[src/rtl/mpu_loader_pkg.sv]
// Shared constants and types for the matrix operand loader.
// Matrix geometry, index widths and the loader state encoding live here.
package mpu_loader_pkg;

    localparam int M      = 3;
    localparam int N      = 3;
    localparam int MBITS  = 1;
    localparam int NBITS  = 1;
    localparam int DATA_W = 32;

    localparam logic TRUE  = 1'b1;
    localparam logic FALSE = 1'b0;

    typedef enum logic [2:0] {
        LOAD_IDLE      = 3'd0,
        LOAD_A         = 3'd1,
        LOAD_B         = 3'd2,
        LOAD_DISPATCH  = 3'd3,
        LOAD_WAIT_DONE = 3'd4
    } load_state_e;

    typedef enum logic {
        MAT_A = 1'b0,
        MAT_B = 1'b1
    } matrix_sel_e;

    function automatic matrix_sel_e toggle_sel(input matrix_sel_e s);
        return (s == MAT_A) ? MAT_B : MAT_A;
    endfunction

endpackage

[src/rtl/mpu_loader_if.sv]
// Valid/ready element stream feeding the loader.
// The front end drives through master; the loader consumes through slave.
interface mpu_loader_if;

    logic                                 mem_valid_in;
    logic                                 mem_ready_out;
    logic [mpu_loader_pkg::DATA_W-1:0]    mem_data_in;

    modport master (
        output mem_valid_in,
        output mem_data_in,
        input  mem_ready_out
    );

    modport slave (
        input  mem_valid_in,
        input  mem_data_in,
        output mem_ready_out
    );

endinterface

[src/rtl/mpu_loader_index_counter.sv]
// Row-major (i, j) counter over a ROWS x COLS matrix.
// Advances only on i_adv; o_last flags the final element so the owner can switch matrices.
module mpu_loader_index_counter #(
    parameter int ROWS  = 3,
    parameter int COLS  = 3,
    parameter int IBITS = 1,
    parameter int JBITS = 1
) (
    input  logic             clk,
    input  logic             rst,
    input  logic             i_clr,
    input  logic             i_adv,
    output logic [IBITS:0]   o_i,
    output logic [JBITS:0]   o_j,
    output logic             o_last
);

    localparam logic [IBITS:0] I_LAST = (IBITS+1)'(ROWS - 1);
    localparam logic [JBITS:0] J_LAST = (JBITS+1)'(COLS - 1);

    logic [IBITS:0] r_i;
    logic [JBITS:0] r_j;

    // Index state: clear wins over advance; at the last column wrap j and bump i.
    always_ff @(posedge clk or negedge rst) begin
        if (!rst) begin
            r_i <= '0;
            r_j <= '0;
        end else if (i_clr) begin
            r_i <= '0;
            r_j <= '0;
        end else if (i_adv) begin
            if (r_j == J_LAST) begin
                r_j <= '0;
                r_i <= (r_i == I_LAST) ? '0 : r_i + (IBITS+1)'(1);
            end else begin
                r_j <= r_j + (JBITS+1)'(1);
            end
        end
    end

    assign o_i    = r_i;
    assign o_j    = r_j;
    assign o_last = (r_i == I_LAST) && (r_j == J_LAST);

endmodule

[src/rtl/mpu_loader.sv]
// Streams two M x N operand matrices (A then B) into the register file,
// then kicks the dispatcher and reports completion when it finishes.
module mpu_loader
    import mpu_loader_pkg::*;
(
    input  logic                clk,
    input  logic                rst,
    input  logic                load_start_in,
    output logic                load_ack_out,
    output logic                load_done_out,
    mpu_loader_if.slave         mem,
    output logic                reg_load_en_out,
    output logic                reg_load_sel_out,
    output logic [MBITS:0]      reg_load_i_out,
    output logic [NBITS:0]      reg_load_j_out,
    output logic [DATA_W-1:0]   reg_load_data_out,
    output logic                disp_start_out,
    input  logic                disp_ack_in,
    input  logic                disp_finished_in
);

    load_state_e        r_state;
    matrix_sel_e        r_sel;
    logic               r_done;
    logic               r_wr_en;
    logic               r_wr_sel;
    logic [MBITS:0]     r_wr_i;
    logic [NBITS:0]     r_wr_j;
    logic [DATA_W-1:0]  r_wr_data;

    logic               w_ready;
    logic               w_accept;
    logic               w_clr;
    logic               w_last;
    logic [MBITS:0]     w_i;
    logic [NBITS:0]     w_j;

    assign w_ready  = (r_state == LOAD_A) || (r_state == LOAD_B);
    assign w_accept = mem.mem_valid_in & w_ready;
    assign w_clr    = (r_state == LOAD_IDLE) & load_start_in;

    mpu_loader_index_counter #(
        .ROWS  (M),
        .COLS  (N),
        .IBITS (MBITS),
        .JBITS (NBITS)
    ) u_index (
        .clk    (clk),
        .rst    (rst),
        .i_clr  (w_clr),
        .i_adv  (w_accept),
        .o_i    (w_i),
        .o_j    (w_j),
        .o_last (w_last)
    );

    // Loader sequencing; the done pulse is raised on the edge that returns to idle.
    always_ff @(posedge clk or negedge rst) begin
        if (!rst) begin
            r_state <= LOAD_IDLE;
            r_sel   <= MAT_A;
            r_done  <= FALSE;
        end else begin
            r_done <= FALSE;
            case (r_state)
                LOAD_IDLE: begin
                    if (load_start_in) begin
                        r_state <= LOAD_A;
                        r_sel   <= MAT_A;
                    end
                end
                LOAD_A: begin
                    if (w_accept && w_last) begin
                        r_state <= LOAD_B;
                        r_sel   <= toggle_sel(r_sel);
                    end
                end
                LOAD_B: begin
                    if (w_accept && w_last) begin
                        r_state <= LOAD_DISPATCH;
                        r_sel   <= toggle_sel(r_sel);
                    end
                end
                LOAD_DISPATCH: begin
                    if (disp_ack_in) begin
                        r_state <= LOAD_WAIT_DONE;
                    end
                end
                LOAD_WAIT_DONE: begin
                    if (disp_finished_in) begin
                        r_state <= LOAD_IDLE;
                        r_done  <= TRUE;
                    end
                end
                default: begin
                    r_state <= LOAD_IDLE;
                    r_sel   <= MAT_A;
                end
            endcase
        end
    end

    // Register-file write port: one cycle behind acceptance, fields hold between beats.
    always_ff @(posedge clk or negedge rst) begin
        if (!rst) begin
            r_wr_en   <= FALSE;
            r_wr_sel  <= 1'b0;
            r_wr_i    <= '0;
            r_wr_j    <= '0;
            r_wr_data <= '0;
        end else begin
            r_wr_en <= w_accept;
            if (w_accept) begin
                r_wr_sel  <= r_sel;
                r_wr_i    <= w_i;
                r_wr_j    <= w_j;
                r_wr_data <= mem.mem_data_in;
            end
        end
    end

    assign mem.mem_ready_out  = w_ready;
    assign load_ack_out       = (r_state != LOAD_IDLE);
    assign disp_start_out     = (r_state == LOAD_DISPATCH);
    assign load_done_out      = r_done;
    assign reg_load_en_out    = r_wr_en;
    assign reg_load_sel_out   = r_wr_sel;
    assign reg_load_i_out     = r_wr_i;
    assign reg_load_j_out     = r_wr_j;
    assign reg_load_data_out  = r_wr_data;

endmodule
[src/flat_wrapper.sv]
// flat-port wrapper written by rule: the top's interface ports become plain ports
module mpu_loader_flat import mpu_loader_pkg::*;
  (clk, rst, load_start_in, load_ack_out, load_done_out, reg_load_en_out, reg_load_sel_out, reg_load_i_out, reg_load_j_out, reg_load_data_out, disp_start_out, disp_ack_in, disp_finished_in, mem_mem_valid_in, mem_mem_data_in, mem_mem_ready_out);
  mpu_loader_if mem_i ();
  input  logic clk;
  input  logic rst;
  input  logic load_start_in;
  output logic load_ack_out;
  output logic load_done_out;
  output logic reg_load_en_out;
  output logic reg_load_sel_out;
  output logic [MBITS:0] reg_load_i_out;
  output logic [NBITS:0] reg_load_j_out;
  output logic [DATA_W-1:0] reg_load_data_out;
  output logic disp_start_out;
  input  logic disp_ack_in;
  input  logic disp_finished_in;
  input wire logic [$bits(mem_i.mem_valid_in)-1:0] mem_mem_valid_in;
  input wire logic [$bits(mem_i.mem_data_in)-1:0] mem_mem_data_in;
  output wire logic [$bits(mem_i.mem_ready_out)-1:0] mem_mem_ready_out;
  assign mem_i.mem_valid_in = mem_mem_valid_in;
  assign mem_i.mem_data_in = mem_mem_data_in;
  assign mem_mem_ready_out = mem_i.mem_ready_out;
  mpu_loader u_core (.clk(clk), .rst(rst), .load_start_in(load_start_in), .load_ack_out(load_ack_out), .load_done_out(load_done_out), .mem(mem_i), .reg_load_en_out(reg_load_en_out), .reg_load_sel_out(reg_load_sel_out), .reg_load_i_out(reg_load_i_out), .reg_load_j_out(reg_load_j_out), .reg_load_data_out(reg_load_data_out), .disp_start_out(disp_start_out), .disp_ack_in(disp_ack_in), .disp_finished_in(disp_finished_in));
endmodule
[config.mk]
export PLATFORM = sky130hd
export DESIGN_NAME = mpu_loader_flat
export DESIGN_NICKNAME = d
export VERILOG_FILES = /design/src/rtl/mpu_loader_pkg.sv /design/src/rtl/mpu_loader_if.sv /design/src/rtl/mpu_loader_index_counter.sv /design/src/rtl/mpu_loader.sv /design/src/flat_wrapper.sv
export SDC_FILE = /design/constraint.sdc
export NUM_CORES = 1
export LEC_CHECK = 0
export ABC_CLOCK_PERIOD_IN_PS = 2700
export CAP_MARGIN = 20
export CELL_PAD_IN_SITES_DETAIL_PLACEMENT = 1
export CELL_PAD_IN_SITES_GLOBAL_PLACEMENT = 2
export CORE_MARGIN = 2
export CORE_UTILIZATION = 28
export DETAILED_ROUTE_END_ITERATION = 16
export PLACE_DENSITY_LB_ADDON = 0.1
export SETUP_SLACK_MARGIN = 0.4
export SLEW_MARGIN = 20
export SYNTH_ARGS = -nofsm -noshare
export SYNTH_HDL_FRONTEND = slang
export SYNTH_HIERARCHICAL = 1
export SYNTH_SLANG_ARGS = --single-unit
[constraint.sdc]
create_clock -name clk -period 2.7 [get_ports clk]
set_clock_uncertainty 0.15 [all_clocks]
set_input_delay 0.27 -clock clk [delete_from_list [all_inputs] [get_ports clk]]
set_output_delay 0.27 -clock clk [all_outputs]
set_load 0.1 [all_outputs]
# --- After elaboration in Yosys (flattened, before gate mapping) ---
# Cells that the tools add are included.
totals:
  regBits: 47
  output_inout_bits: 42
  word_cells: 58
  inputBits: 38
op_classes:
  eq_ne: 12
  add_sub_neg: 2
  bitwise: 3
  reduce_logical: 12
  n_mux: 19
op_table:
  columns: ["op", "count"]
  rows:
  - ["3-bit 2-to-1 mux", 5]
  - ["3-bit case mux with 5 select lines", 1]
  - ["2-bit 2-to-1 mux", 7]
  - ["2-bit inequality test, second input constant", 4]
  - ["3-bit by 2-bit equality test with 1-bit output, second input constant", 2]
  - ["1-bit 2-to-1 mux", 5]
  - ["5-bit AND reduction", 1]
  - ["2-bit by 1-bit adder with 2-bit output, second input constant", 2]
  - ["2-bit equality test, second input constant", 2]
  - ["2-bit by 1-bit inequality test with 1-bit output, second input constant", 2]
  - ["2-bit nonzero test", 2]
  - ["2-bit OR reduction", 2]
  - ["3-bit by 1-bit equality test with 1-bit output, second input constant", 1]
  - ["3-bit equality test, second input constant", 1]
  - ["3-bit zero test", 1]
  - ["1-bit case mux with 3 select lines", 1]
  - ["3-bit AND reduction", 1]
  - ["3-bit nonzero test", 1]
  - ["1-bit AND", 2]
  - ["1-bit logical AND", 2]
  - ["2-bit AND reduction", 1]
  - ["1-bit logical OR", 1]
  - ["1-bit NOT", 1]

# --- Longest topological paths before layout ---
# Gate-level depths: netlist (run 1).
depth:
  ltp_word: 6
  mapped_depth: 8
  ltp_nobuf: 5

# --- By module ---
# The synthesis (run 1) kept the hierarchy.
modules_own_cells:
  columns: ["mod", "area_per_inst_um2", "instances", "seq_area_each_um2", "cells_per_inst"]
  rows:
  - ["mpu_loader", 1798.0, 1, 1076.0, 115]
  - ["mpu_loader_index_counter", 214.0, 1, 100.1, 18]

# --- Worst setup path after synthesis (run 1) ---
# OpenSTA, ideal clock, no wires.
synth_timing:
  path_type: "register to register"
  start: "register u_core.r_state[1]"
  end: "register u_core.u_index.r_i[0] (netlist: u_core/u_index/o_i[0])"
  arrival_time_ns: 2.041
  required_ns: 2.425
  setup_ns: 0.125
  period_less_slack_ns: 2.316
  stages_incl_launch_ff: 7
  path_slack_ns: 0.384
  n_path_buf: 1
  cell_sequence: "dfrtp_1 buf_4 nor2_1 nand2_1 nor2_1 nor3_1 mux2_4"
synth_via:
  elab_cells_between_ends: 10
  classes_between: "eq/ne: 2; mux: 1; bitwise: 2; reduce/logical: 5"
synth_lines:
  columns: ["element", "line", "rtl"]
  rows:
  - ["from (decl)", "mpu_loader.sv:22", "load_state_e r_state;"]
  - ["from (signal assigned)", "mpu_loader.sv:60", "r_state <= LOAD_IDLE;"]
  - ["from (signal assigned)", "mpu_loader.sv:68", "r_state <= LOAD_A;"]
  - ["from (signal assigned)", "mpu_loader.sv:74", "r_state <= LOAD_B;"]
  - ["3-bit zero test (*)", "mpu_loader.sv:40", "assign w_clr = (r_state == LOAD_IDLE) & load_start_in;"]
  - ["1-bit AND (*)", "mpu_loader.sv:40", null]
  - ["via u_core.w_clr", "mpu_loader.sv:33", "logic w_clr;"]
  - ["2-bit nonzero test (no source line)", null, null]
  - ["2-bit AND reduction (no source line)", null, null]
  - ["to (signal assigned)", "mpu_loader_index_counter.sv:35", "r_i <= (r_i == I_LAST) ? '0 : r_i + (IBITS+1)'(1);"]
  - ["to (decl)", "mpu_loader_index_counter.sv:21", "logic [IBITS:0] r_i;"]
# The timed path passes the listed nets; every way through them passes the cells marked *.
# A chain may end at the register's enable or synchronous reset.

# --- Worst setup path after layout (run 1) ---
layout_timing:
  start: "register u_core.r_state[1]"
  end: "register u_core.r_wr_data[25] (netlist: u_core/reg_load_data_out[25])"
layout_via:
  elab_chain_cells: 3
  elab_cells_between_ends: 4
  classes_between: "eq/ne: 2; bitwise: 1; reduce/logical: 1"
layout_rtl:
  columns: ["element", "line", "rtl"]
  rows:
  - ["3-bit by 1-bit equality test with 1-bit output or 3-bit by 2-bit equality test with 1-bit output (tied branches)", "mpu_loader.sv:38", "assign w_ready = (r_state == LOAD_A) || (r_state == LOAD_B);"]
  - ["1-bit logical OR (*)", "mpu_loader.sv:38", null]
  - ["1-bit AND (*)", "mpu_loader.sv:39", "assign w_accept = mem.mem_valid_in & w_ready;"]
  - ["to (signal assigned)", "mpu_loader.sv:117", "r_wr_data <= mem.mem_data_in;"]
  - ["to (decl)", "mpu_loader.sv:29", "logic [DATA_W-1:0] r_wr_data;"]
# Every way passes the cells marked *; elsewhere a longest branch is shown, timed or not.

==> run_results.csv, run 1 <==
group,metric,value,unit
yosys,ys.flop_type,"dfrtp_1",
grt,grt_use_total,12.7,%
floorplanning,core,0.00687,mm2
run_status,outcome,"completed",
yosys,synth_async_sr_flop_share,100,%
critical_path,cp_cell_sequence,"xor2_2 > nand3_2 > buf_4 > mux2_2",
yosys,netlist_area,0.00201,mm2
clock_tree,clkTransAtPathRegs,0.09,ns
yosys,ys_seq_area_share,58.5,%
layout,layout_commonest_cell,"dfrtp_1",
sta,period_needed,2.00,ns
yosys,synth_area_leaders,"dfrtp_1 (58%), mux2_4 (15%), mux2_2 (10%), buf_6 (2.2%), inv_1 (0.93%)",
floorplanning,fp.dieW,88.8,um
yosys,synthCells,133,
clock_tree,cts_buffers,5,
yosys,syn_nets,171,
yosys,synthMuxAreaShare,25.5,%
sta,final-setup-viol-count,0,
layout,regArea,0.00118,mm2
clock_tree,insertion_delay,0.30,ns
sta,fin_crit_sh,74.1,%
clock_tree,cts_tree,"built",
yosys,synthAdderAreaFrac,0,%
placement,portBuffers,79,
sta,slew_viol_final,0,
clock_tree,h-tree-depth,2,
layout,antenna_cells,0,
critical_path,cpMaxStageDelayCell,"dfrtp_1",
clock_tree,cts_resized,0,
placement,gp_congestion,0.778,
grt,use_met2,21.6,%
critical_path,cp_num_buf_inv,1,
drt,firstDrtPassIters,4,
clock_tree,root_buffer,"clkbuf_8",
critical_path,slowest_delay,0.50,ns
layout,final.fill_count,757,
grt,met3_usage,3.82,%
critical_path,reg2reg_to,"u_core/reg_load_data_out[25]$_DFFE_PN0N_",
layout,area_growth,43.3,%
yosys,synth_xor_area_share,0.808,%
floorplanning,dieArea,0.00788,mm2
grt,grtUsageMet1,14.8,%
drt,viasPerCell,4.38,
grt,grt_max_degree,38,
drt,wl,4780,um
grt,grt_overflow,0,
floorplanning,io_pins,80,
yosys,synthSimpleGateAreaFrac,7.46,%
yosys,synth_edf_count,0,
yosys,synth_top_cell_area_share,58.5,%
yosys,synth_warnings,6,
yosys,yosys.area.top_type,"dfrtp_1",
drt,dr.first_iter.drc_count,17,
yosys,synth_compound_area_share,3.98,%
critical_path,r2r_cells,4,
min_path,worstHoldPathType,"input pin to asynchronous set/reset pin",
placement,place_hpwl,3520,um
drt,avgRoutedWirePerCell,15.2,um
critical_path,crit_arrival,2.04,ns
sta,max_slew_margin,58.5,%
grt,antenna_found_initial,0,
critical_path,end_kind,"flop",
floorplanning,row_count,30,
critical_path,r2r_setup_slack,0.70,ns
grt,grt_pass1_wl,7470,um
critical_path,cp_max_fo,37,
drt,ant_nets,0,
sta,fmax,500,MHz
drt,via_count,1374,
critical_path,reg2reg_from,"u_core/r_state[1]$_DFFE_PN0P_",
layout,final_cell_mix,"dfrtp_1 (47), buf_4 (45), clkdlybuf4s50_1 (36)",
floorplanning,start_util,29.3,%
sta,layout_setup_ws,0.699,ns
clock_tree,clock_path_buffers,2,
sta,hold_viol,0,
placement,place_ws,0.578,ns
grt,grt_most_used_layer,"met2",
drt,drc_errors,0,
layout,drive_gt1_share,44.5,%
critical_path,cp.required,2.74,ns
critical_path,critical-path-top-delay-family,"flip-flops",
yosys,synth_top_family_by_area,"multiplexers",
sta,rsz0062_at_grt,"no",
grt,grt_pass1_vias,1488,
layout,nets,255,
floorplanning,die_y,88.8,um
yosys,postSynthAreaPerCell,15.1,um2
critical_path,crit_type,"flop to flop",
layout,multi_input_area,762,um2
flow_run,drv_cap,0,
sta,setup_tns,0,ns
yosys,synth_cell_types,32,
critical_path,critPathLaunchType,"flop",
clock_tree,clock_sinks,47,
sta,worstMarginPinSlew,0.622,ns
yosys,synth_seq_cells,47,
==> registers in the layout, indices dropped and copies added (netlist names) <==
name / cells
u_core/reg_load_data_out: 32
u_core/reg_load_sel_out: 1
u_core/load_done_out: 1
u_core/reg_load_en_out: 1
u_core/r_sel: 1
u_core/u_index/o_i: 2
u_core/u_index/o_j: 2
u_core/reg_load_i_out: 2
u_core/reg_load_j_out: 2
u_core/r_state: 3
==> metal layers <==
metal / vias to the layer above / share of wire (%)
met5: - / 0
met4: 0 / 1.8
met3: 4 / 7.4
met2: 43 / 51
met1: 695 / 39
li1: 632 / -
==> what timing repair did <==
action | CTS | global route
endpoints found under the hold margin | 26 | 0
buffers inserted | 0 | 0
hold buffers | 1 | 0
==> cells in the mapped netlist (all sizes together) (2+ instances only) <==
library cell	number
buf	6
and3	2
a211oi	2
mux2	38
inv	5
a21oi	2
nand3b	2
nand3	2
nor2	3
nand2	5
nand2b	2
or3b	2
dfrtp	47
==> final cells by class <==
| cell class | count | share of cell area [%] |
|---|---|---|
| inverter | 5 | 0.651 |
| tap | 96 | 4.17 |
| sequential | 47 | 40.8 |
| multi-input combinational | 75 | 26.4 |
| clock inverter | 3 | 0.825 |
| timing repair buffer | 83 | 24.7 |
| clock buffer | 5 | 2.39 |
==> kinds of logic (layout without fill, tap and decap cells) <==
family,count (synthesis),in the layout
flops,47,47
mux,39,39
xor+xnor,1,1
compound gates,11,11
simple gates,24,24
buf+inv,11,96
==> how the worst max path moves through the flow <==
stage	from	to	slack [ns]	cells after the start
4_1_cts	u_core/r_state[1]$_DFFE_PN0P_	u_core/reg_load_data_out[25]$_DFFE_PN0N_	0.68	4
5_1_grt	u_core/r_state[1]$_DFFE_PN0P_	u_core/reg_load_data_out[17]$_DFFE_PN0N_	0.58	4
2_1_floorplan	u_core/r_state[1]$_DFFE_PN0P_	u_core/u_index/o_i[0]$_DFFE_PN0P_	0.70	6
3_3_place_gp	mem_mem_valid_in	u_core/reg_load_data_out[16]$_DFFE_PN0N_	0.67	4
6_report	u_core/r_state[1]$_DFFE_PN0P_	u_core/reg_load_data_out[25]$_DFFE_PN0N_	0.70	4
3_5_place_dp	mem_mem_valid_in	u_core/reg_load_data_out[11]$_DFFE_PN0N_	0.58	4
==> stage by stage <==
| stage | cell area, um2 | util (%) | hold slack [ns] | instances |
|---|---|---|---|---|
| 3_5_place_dp | 2780 | 40.5 | 0.177 | 305 |
| 2_1_floorplan | 2010 | - | -0.176 | 133 |
| 4_1_cts | 2880 | 42.0 | 0.372 | 314 |
| 6_report | 2880 | 42.0 | 0.363 | 314 |
| 5_1_grt | 2880 | 42.0 | 0.370 | 314 |
| 3_3_place_gp | 2780 | 40.5 | 0.162 | 305 |
Power of run 1 is not shown: default switching activity piles up to over one toggle a cycle in this logic, so the estimate is an artifact.
==> inputs of run 2 (changes only) <==
ABC_CLOCK_PERIOD_IN_PS = 2050   (was 2700)
clock period = 2.05 ns   (was 2.7 ns; I/O delays follow)
==> run_results.csv, run 2 (synthesized netlist as in run 1, its figures left out) <==
group,metric,value,unit
run_status,outcome,"completed",
clock_tree,root_buffer,"clkbuf_8",
sta,hold_viol,0,
layout,antenna_cells,0,
drt,via_count,1412,
critical_path,critPathLaunchType,"flop",
sta,slew_viol_final,0,
critical_path,r2r_setup_slack,0.37,ns
grt,use_met2,22.8,%
drt,viasPerCell,4.37,
floorplanning,die_y,88.8,um
floorplanning,core,0.00687,mm2
flow_run,drv_cap,0,
floorplanning,dieArea,0.00788,mm2
drt,ant_nets,0,
drt,drc_errors,0,
clock_tree,insertion_delay,0.29,ns
sta,period_needed,1.70,ns
grt,grt_most_used_layer,"met2",
grt,grtUsageMet1,17.5,%
layout,drive_gt1_share,52.0,%
drt,firstDrtPassIters,2,
critical_path,reg2reg_to,"u_core/u_index/o_i[0]$_DFFE_PN0P_",
grt,grt_use_total,13.7,%
clock_tree,clkTransAtPathRegs,0.09,ns
drt,dr.first_iter.drc_count,23,
critical_path,end_kind,"primary output",
clock_tree,clock_path_buffers,2,
drt,avgRoutedWirePerCell,15.7,um
clock_tree,cts_tree,"built",
floorplanning,start_util,29.3,%
layout,largest_register_ff_count,32,
grt,grt_overflow,0,
critical_path,crit_arrival,1.34,ns
floorplanning,io_pins,80,
critical_path,cp.required,1.69,ns
placement,gp_congestion,0.736,
layout,nets,264,
sta,fin_crit_sh,82.7,%
layout,area_growth,54.8,%
clock_tree,cts_buffers,5,
critical_path,cp_max_fo,3,
sta,rsz0062_at_grt,"yes",
sta,worstMarginPinSlew,0.598,ns
grt,grt_pass1_vias,1583,
sta,fmax,590,MHz
clock_tree,clock_sinks,47,
critical_path,crit_type,"flop to primary output",
layout,final_cell_mix,"buf_4 (44), dfrtp_1 (43), clkdlybuf4s50_1 (36)",
grt,antenna_found_initial,0,
floorplanning,fp.dieW,88.8,um
grt,grt_pass1_wl,8130,um
sta,final-setup-viol-count,0,
min_path,worstHoldPathType,"input pin to asynchronous set/reset pin",
grt,grt_max_degree,25,
placement,place_hpwl,3710,um
drt,wl,5080,um
layout,layout_commonest_cell,"buf_4",
critical_path,r2r_cells,5,
sta,max_slew_margin,60.1,%
grt,met3_usage,2.89,%
clock_tree,h-tree-depth,2,
critical_path,reg2reg_from,"u_core/r_state[0]$_DFFE_PN0P_",
floorplanning,row_count,30,
placement,portBuffers,79,
sta,setup_tns,0,ns
[run 2: changes by cell type in the layout (fill, tap and decap cells not counted), sizes merged]
cell      change
bufinv        +1
clkbuf        +1
clkinv        +1
clkinvlp      -2
inv           -1
buf           +9
[run 2: how the worst max path moves through the flow]
stage,from,end,slack [ns],depth (start not counted)
after floorplan,u_core/r_state[1]$_DFFE_PN0P_,u_core/u_index/o_i[0]$_DFFE_PN0P_,0.18,8
after global placement,mem_mem_valid_in,u_core/u_index/o_i[0]$_DFFE_PN0P_,0.27,5
after detailed placement,mem_mem_valid_in,u_core/reg_load_j_out[1]$_DFFE_PN0N_,0.23,4
after CTS,u_core/r_state[0]$_DFFE_PN0P_,mem_mem_ready_out,0.36,3
after global routing,u_core/r_state[0]$_DFFE_PN0P_,u_core/u_index/o_i[0]$_DFFE_PN0P_,0.30,5
final,u_core/r_state[0]$_DFFE_PN0P_,mem_mem_ready_out,0.35,3
[run 2: layer usage]
metal / share of wire (%) / vias up
met5: 0 / -
met4: 1.5 / 0
met3: 6.0 / 6
met2: 51 / 47
met1: 42 / 712
li1: - / 647
[run 2: layout make-up]
cell class | count | area, um2
inverters | 5 | 21.3
fillers | 717 | 3750
repair buffers | 92 | 861
well taps | 96 | 120
multi-input cells | 75 | 813
clock buffers | 6 | 82.6
clock inverters | 2 | 35.0
flip-flops and latches | 47 | 1180
[run 2: what timing repair did]
action | CTS | global route
setup endpoints to repair | 42 | 45
buffers inserted | 6 | 1
pin swaps | 2 | 4
hold buffers | 1 | 0
hold endpoints to repair | 23 | 0
gates resized for setup | 9 | 13
[run 2: critical path, stage by stage, from the launching register on]
cell and delay [ns]:
dfrtp_2 0.45, xor2_4 0.23, and2_4 0.19, buf_12 0.17
[run 2: stage by stage]
| step | hold slack, ns | cells | area [um2] | util, % | worst slack [ns] |
|---|---|---|---|---|---|
| floorplan | -0.241 | 133 | 2040 | - | 0.181 |
| global placement | 0.0754 | 307 | 2860 | 41.6 | 0.265 |
| detailed placement | 0.0961 | 307 | 2860 | 41.6 | 0.228 |
| CTS | 0.303 | 322 | 3050 | 44.4 | 0.364 |
| global route | 0.350 | 323 | 3110 | 45.3 | 0.298 |
| finish | 0.284 | 323 | 3110 | 45.3 | 0.355 |
Power of run 2 is left out for the same reason.
